## src/rtl/tribus_ctl.sv

```systemverilog
// Initiator-side sequencer for a tridirectional open-collector bus transceiver.
// Runs setup -> drive (SETTLE cycles) -> release, with all outputs registered.
module tribus_ctl #(
   parameter int unsigned SETTLE = 3
) (
   input  logic       clk,
   input  logic       rst,
   input  logic       req,
   input  logic [1:0] src,
   input  logic [2:0] dst,
   input  logic       abort,
   output logic       cs,
   output logic       s1,
   output logic       s0,
   output logic       ga,
   output logic       gb,
   output logic       gc,
   output logic       busy,
   output logic       done,
   output logic       abt,
   output logic       err,
   output logic [7:0] count
);

   typedef enum logic [1:0] {ST_IDLE, ST_SETUP, ST_DRIVE, ST_RELEASE} state_t;

   state_t     r_state, w_next;
   logic [1:0] r_src;
   logic [2:0] r_dst;
   logic [7:0] r_settle;
   logic       r_aborted;
   logic       r_cs, r_busy, r_done, r_abt, r_err;
   logic [1:0] r_sel;
   logic [2:0] r_gates;
   logic [7:0] r_count;

   logic       w_illegal, w_accept;
   logic       w_cs;
   logic [1:0] w_sel;
   logic [2:0] w_gates;

   // Gate-mask bit owned by a source port ({A,B,C} ordering); illegal source owns none.
   function automatic logic [2:0] src_mask(input logic [1:0] s);
      case (s)
         2'd0:    src_mask = 3'b100;
         2'd1:    src_mask = 3'b010;
         2'd2:    src_mask = 3'b001;
         default: src_mask = 3'b000;
      endcase
   endfunction

   assign w_illegal = (src == 2'd3) || (dst == 3'b000) || ((dst & src_mask(src)) != 3'b000);
   assign w_accept  = (r_state == ST_IDLE) && req && !w_illegal;

   // NOTE: every combinational output gets a default first so no latch is inferred.
   always_comb begin
      w_next = r_state;
      case (r_state)
         ST_IDLE:    if (w_accept) w_next = ST_SETUP;
         ST_SETUP:   w_next = abort ? ST_RELEASE : ST_DRIVE;
         ST_DRIVE:   if (abort || (r_settle == 8'd0)) w_next = ST_RELEASE;
         ST_RELEASE: w_next = ST_IDLE;
         default:    w_next = ST_IDLE;
      endcase

      // Outputs are precomputed from the next state so they can be registered.
      w_cs    = (w_next == ST_IDLE);
      w_sel   = 2'b11;
      w_gates = 3'b111;
      if (w_next != ST_IDLE)
         w_sel = (r_state == ST_IDLE) ? src : r_src;
      if (w_next == ST_DRIVE)
         w_gates = ~(r_dst & ~src_mask(r_src));
   end

   // NOTE: sequential state uses non-blocking assignments so all registers update together.
   always_ff @(posedge clk or posedge rst) begin
      if (rst) r_state <= ST_IDLE;
      else     r_state <= w_next;
   end

   always_ff @(posedge clk or posedge rst) begin
      if (rst) begin
         r_src     <= 2'b00;
         r_dst     <= 3'b000;
         r_settle  <= 8'd0;
         r_aborted <= 1'b0;
         r_cs      <= 1'b1;
         r_sel     <= 2'b11;
         r_gates   <= 3'b111;
         r_busy    <= 1'b0;
         r_done    <= 1'b0;
         r_abt     <= 1'b0;
         r_err     <= 1'b0;
         r_count   <= 8'd0;
      end else begin
         if (w_accept) begin
            r_src <= src;
            r_dst <= dst;
         end

         if (r_state == ST_SETUP)
            r_settle <= 8'(SETTLE - 1);
         else if ((r_state == ST_DRIVE) && (r_settle != 8'd0))
            r_settle <= r_settle - 8'd1;

         if (((r_state == ST_SETUP) || (r_state == ST_DRIVE)) && abort)
            r_aborted <= 1'b1;
         else if (r_state == ST_IDLE)
            r_aborted <= 1'b0;

         r_cs    <= w_cs;
         r_sel   <= w_sel;
         r_gates <= w_gates;
         r_busy  <= (w_next != ST_IDLE);
         r_done  <= (r_state == ST_RELEASE) && !r_aborted;
         r_abt   <= (r_state == ST_RELEASE) && r_aborted;
         r_err   <= (r_state == ST_IDLE) && req && w_illegal;

         if ((r_state == ST_RELEASE) && !r_aborted)
            r_count <= r_count + 8'd1;
      end
   end

   assign cs    = r_cs;
   assign s1    = r_sel[1];
   assign s0    = r_sel[0];
   assign ga    = r_gates[2];
   assign gb    = r_gates[1];
   assign gc    = r_gates[0];
   assign busy  = r_busy;
   assign done  = r_done;
   assign abt   = r_abt;
   assign err   = r_err;
   assign count = r_count;

endmodule

```

## config.mk

```make
export PLATFORM = sky130hd
export DESIGN_NAME = tribus_ctl
export DESIGN_NICKNAME = d
export VERILOG_FILES = /design/src/rtl/tribus_ctl.sv
export SDC_FILE = /design/constraint.sdc
export NUM_CORES = 1
export LEC_CHECK = 0
export ABC_AREA = 1
export CORE_MARGIN = 5
export CORE_UTILIZATION = 50
export CTS_CLUSTER_DIAMETER = 80
export CTS_CLUSTER_SIZE = 25
export DETAILED_ROUTE_END_ITERATION = 7
export GPL_ROUTABILITY_DRIVEN = 0
export PLACE_DENSITY = 0.75
export RECOVER_POWER = 100
export SYNTH_ARGS = -nofsm -noshare
export SYNTH_HDL_FRONTEND = slang
export SYNTH_SLANG_ARGS = --single-unit
```

## constraint.sdc

```tcl
create_clock -name clk -period 1.6 [get_ports clk]
set_input_delay 0.32 -clock clk [delete_from_list [all_inputs] [get_ports clk]]
set_output_delay 0.32 -clock clk [all_outputs]
set_load 0.01 [all_outputs]
```

== Word level (Yosys, flattened, before mapping) ==
Index checks and enable logic that the tools add are counted.
Word-level totals
  register bits: 34
  bits in latches: 0
  memory bits (writable): 0
  ROM bits: 0
  bits of input ports: 9
  output and inout bits: 18
  logic and storage cells: 66
  memories: 0
Cells by class
  add/subtract/negate cells: 2
  multipliers: 0
  divide/modulo/power cells: 0
  $lt $le $gt $ge: 0
  equality and inequality tests: 9
  shifts and indexed selects: 0
  multiplexer cells: 14
  bitwise gates (word level): 4
  reduce and logical (&&, ||, !) cells: 24
Operator list (count)
  $pmux W3 S3: 2
  $mux W8: 2
  $eq A2 B2 Y1 const B: 6
  $add A8 B1 Y8 const B: 1
  $logic_not A2 Y1: 4
  $logic_not A8 Y1: 1
  $mux W2: 4
  $pmux W2 S4: 1
  $reduce_bool A8 Y1: 1
  $sub A8 B1 Y8 const B: 1
  $logic_and A1 B1 Y1: 7
  $and A3 B3 Y3: 2
  $eq A2 B1 Y1 const B: 3
  $mux W3: 2
  $not A3 Y3: 2
  $reduce_bool A2 Y1: 3
  $logic_or A1 B1 Y1: 4
  $logic_not A3 Y1: 1
  $mux W1: 3
  $reduce_bool A3 Y1: 1
  $logic_not A1 Y1: 2

== Logic depth before layout (Yosys ltp) ==
  word-level depth: 15
  mapped depth: 9
  mapped depth without buffers: 9

== Worst setup path after synthesis ==
No wires, ideal clock.
  path kind: reg2reg
  from: register r_state[1]
  to: register r_sel[0]
  setup time: 79 ps
  arrival: 1268 ps
  required time: 1521 ps
  slack: 253 ps
  stages on the path, launching flop included: 8
  buffers on the path: 0
  clock period less this slack: 1347 ps
  cells stage by stage: dfrtp_1 inv_1 ha_1 clkinv_2 o21ai_0 nand3_2 nand3_4 nand2_2
On the way
  word-level cells in the longest chain between the ends: 7
  elaborated cells between the ends (all ways): 12
  classes of those cells: 3 x eq/ne; 5 x mux; 4 x reduce/logical
RTL lines
  from (decl): RTL line 27  | state_t r_state, w_next;
  from (signal assigned): RTL line 79  | else r_state <= w_next;
  $logic_not A2 Y1: RTL line 53, 58, 71
  $logic_and A1 B1 Y1 (2 in a row): RTL line 53  | assign w_accept = (r_state == ST_IDLE) && req && !w_illegal;
  $mux W2: RTL line 59  | ST_IDLE: if (w_accept) w_next = ST_SETUP;
  $pmux W2 S4: RTL line 58  | case (r_state)
  $reduce_bool A2 Y1: RTL line 70  | if (w_next != ST_IDLE)
  $mux W2 *: RTL line 70
  net w_sel[0]: RTL line 39  | logic [1:0] w_sel;
  to (signal assigned): RTL line 113  | r_sel <= w_sel;
  to (decl): RTL line 33  | logic [1:0] r_sel;
The timed path passes the listed nets; every way through them passes the cells marked *.
A chain may end at the register's enable or synchronous reset.

== Final worst setup path ==
  from: register r_count[7] (netlist: count[7])
  to: output count[7]
RTL lines
  from (decl): RTL line 35  | logic [7:0] r_count;
  from (signal assigned): RTL line 121  | r_count <= r_count + 8'd1;
  to (decl): RTL line 22  | output logic [7:0] count
No word-level cell between the ends.

==> metrics.md <==
| Metric | Value |
|---|---|
| Worst Path Buf+Inv | `1` |
| Sequential share of power | `38.3%` |
| Final Cycle Share | `a little over nine tenths` |
| Final setup TNS | `0 ps` |
| Crit end category | `primary output` |
| CP Launch Type | `flip-flop` |
| Die Height | `69.1 microns` |
| Switching power | `around 1.5 mW` |
| Diodes inserted | `0` |
| Via-to-Cell Ratio | `4.77` |
| Final HPWL DP | `2.42 mm` |
| Mapped cell area | `1750 sq um` |
| Critical path class | `reg -> out` |
| Worst-path clk slew | `110 ps` |
| DR DRC count | `0` |
| CTS buffer count | `5` |
| Layout cells sized above 1 | `17.7%` |
| Clk_lat worst skew | `330 ps` |
| Critical Path AT | `approximately 1200 ps` |
| Crit path cell chain | `clkdlybuf4s50_1` |
| Logic gate share of total power | `between 40 and 50%` |
| Sequential fraction of the synthesis area | `49.1%` |
| Reg2Reg Setup Slack | `140 ps` |
| Commonest non-fill, non-tap cell in the layout | `nand2_1` |
| Via count | `around 1400` |
| Power Internal | `2.16 mW` |
| Post-Syn Instances | `just under 200` |
| Avg Cell Area, Syn | `9.02 sq um` |
| Core Rows | `21` |
| I/O Buffers | `26` |
| IO Count | `27` |
| H-tree depth | `2` |
| Gr usage total | `14.7%` |
| Crit-path leading delay family | `buffers and inverters` |
| Critical path's slowest cell | `clkdlybuf4s50_1` |
| Wirelength per Cell | `11.3 microns` |
| Post-DP Area | `approximately 2100 sq um` |
| # clock sinks | `34` |
| Worst clock skew | `11.6 ps` |
| Dpl ws | `between 30 and 40 ps` |
| Syn nets | `211` |
| Vias in the first global route | `about 1300` |
| Hold Vio Cnt, Final | `0` |
| Total wire length | `~3.2 mm` |
| Worst slew pin tran | `between 700 and 800 ps` |
| Hold_buf cts | `0` |
| Detailed Route Iter0 Violations | `42` |
| Layout area overhead | `24.0%` |
| Initial antenna violation count | `0` |
| Yosys warns | `0` |
| Yosys top cell area share | `40.1%` |
| CTS tree | `built` |
| Cells after DPL | `~270` |
| Hold/Removal Path Class | `reg -> reg` |
| First-pass GRT wire length | `between 5 and 6 mm` |
| Initial DRT Pass Iterations | `4` |
| Post-layout util | `64.5%` |
| Fmax | `649 MHz` |
| Commonest cells after routing, fill and taps aside | `nand2_1 (45), inv_1 (31), dfrtp_1 (28)` |
| Final ANT Viol Nets | `0` |
| Initial Utilization | `52.0%` |
| Crit path time final | `1540 ps` |
| Final WS setup | `60.1 ps` |
| Switching Fraction | `41.7%` |
| Max-slew headroom | `a little under half` |
| Worst endpoint required time | `1280 ps` |
| Hold_ws | `504 ps` |
| Max Root-Sink Buffers | `2` |
| Setup Viol. Count Final | `0` |
| Final slew viol count | `0` |
| Number of fill cells | `about 300` |
| Pin count of the biggest net entering global routing | `35` |
| Leakage | `1.11 nW` |
| Synthesis-stage register bit count | `34` |
| Max_cap viols | `0` |
| PD cells | `~1700 nW/um^2` |
| Post-layout power | `3.70 mW` |
| Synth top area cells | `dfrtp_1 (40%), dfstp_2 (9.0%), nand2_1 (8.6%), inv_1 (6.4%), ha_1 (5.7%)` |
| Power share of the clock group | `13.3%` |
| Max incr delay on CP | `530 ps` |
| RSZ-0062 raised after global routing | `no` |
| Root buffer cell | `clkbuf_4` |
| Maximum vdd drop | `around 1.0 mV` |
| Post-synth top area cell | `dfrtp_1` |
| Core area | `3360 sq um` |
| Crit path max fanout | `2` |
| Post-Layout Cell Count | `283` |
| Die Footprint | `between 4000 and 5000 sq um` |
| Fin area | `2170 sq um` |
| Status | `completed` |
| Synth unique cells | `30` |
| Final net count | `253` |
| Grt total ovfl | `0` |
| Die Wd | `69.1 microns` |
## synth_stat cells (all sizes together)
library cell	number
o21ai	15
nor4	1
nand2	49
nand3	15
nor2	15
o22ai	1
a21oi	5
o21bai	1
or2	2
dfstp	6
xor2	4
nand3b	1
dfrtp	28
nor3	2
nand4	5
xnor2	1
inv	34
clkinv	1
ha	8
## cell families (layout without fill, tap and decap cells)
logic type                 after synthesis  after routing  share of synthesized area [%]
buffers and inverters                   35             78                           7.58
DFF                                     34             34                           49.1
adders and majority gates                8              8                           5.72
AOI/OAI and AO/OA                       22             22                           6.72
xor gates and xnor gates                 5              5                           2.50
and+or+nand+nor                         90             90                           28.4
## layout make-up
class,count,area [sq um],area share [%]
clock buffers,6,51.3,2.36
clock inverters,2,12.5,0.577
inverters,35,133,6.11
multi-input cells,125,746,34.4
flip-flops and latches,34,858,39.6
well taps,46,57.6,2.65
repair buffers,35,312,14.4
## sequential cells by signal, summed over array words and instances (netlist names)
signal and count:
r_aborted 1, done 1, abt 1, cs 1, r_settle 8, r_state 2
count 8, err 1, busy 1, r_src 2, r_gates 3, r_dst 3
r_sel 2
## path summary, 6_finish.rpt
kind | start | endpoint | cells past startpoint
worst min-delay path | r_aborted | abt | 2
worst min register to register | r_aborted | abt | 2
worst max-delay path | count[7] | count[7] | 1
min in group asynchronous | rst | count[7] | 3
worst max register to register | r_state[0] | count[6] | 8
max in group asynchronous | rst | r_src[0] | 3
## layer usage
metal	global-route usage, %	part of all wire, %	up-vias
li1	-	-	697
met5	0	0	-
met2	23.4	49	27
met1	18.6	46	624
met4	4.56	0.75	0
met3	5.09	4.9	2
## power groups by stage
stage	Clock (mW)	Sequential, mW	Combinational [mW]
finish	0.494	1.42	1.79
global route	0.554	1.47	2.05
CTS	0.516	1.43	1.87
detailed placement	0	1.45	1.92
global placement	0	1.45	1.88
floorplan	0	1.49	1.23
## tightest hold or removal path, cell delays in order (launching register included)
cell,delay [ps]
dfrtp_1,370
nand2_1,50
inv_1,50
## repair_timing
action,4_1_cts,5_1_grt
gates resized for setup,9,4
endpoints found under the setup margin,11,14
pin swaps,0,0
setup buffers,2,2
cloned,0,0
Power figures use the tool's default switching activity.
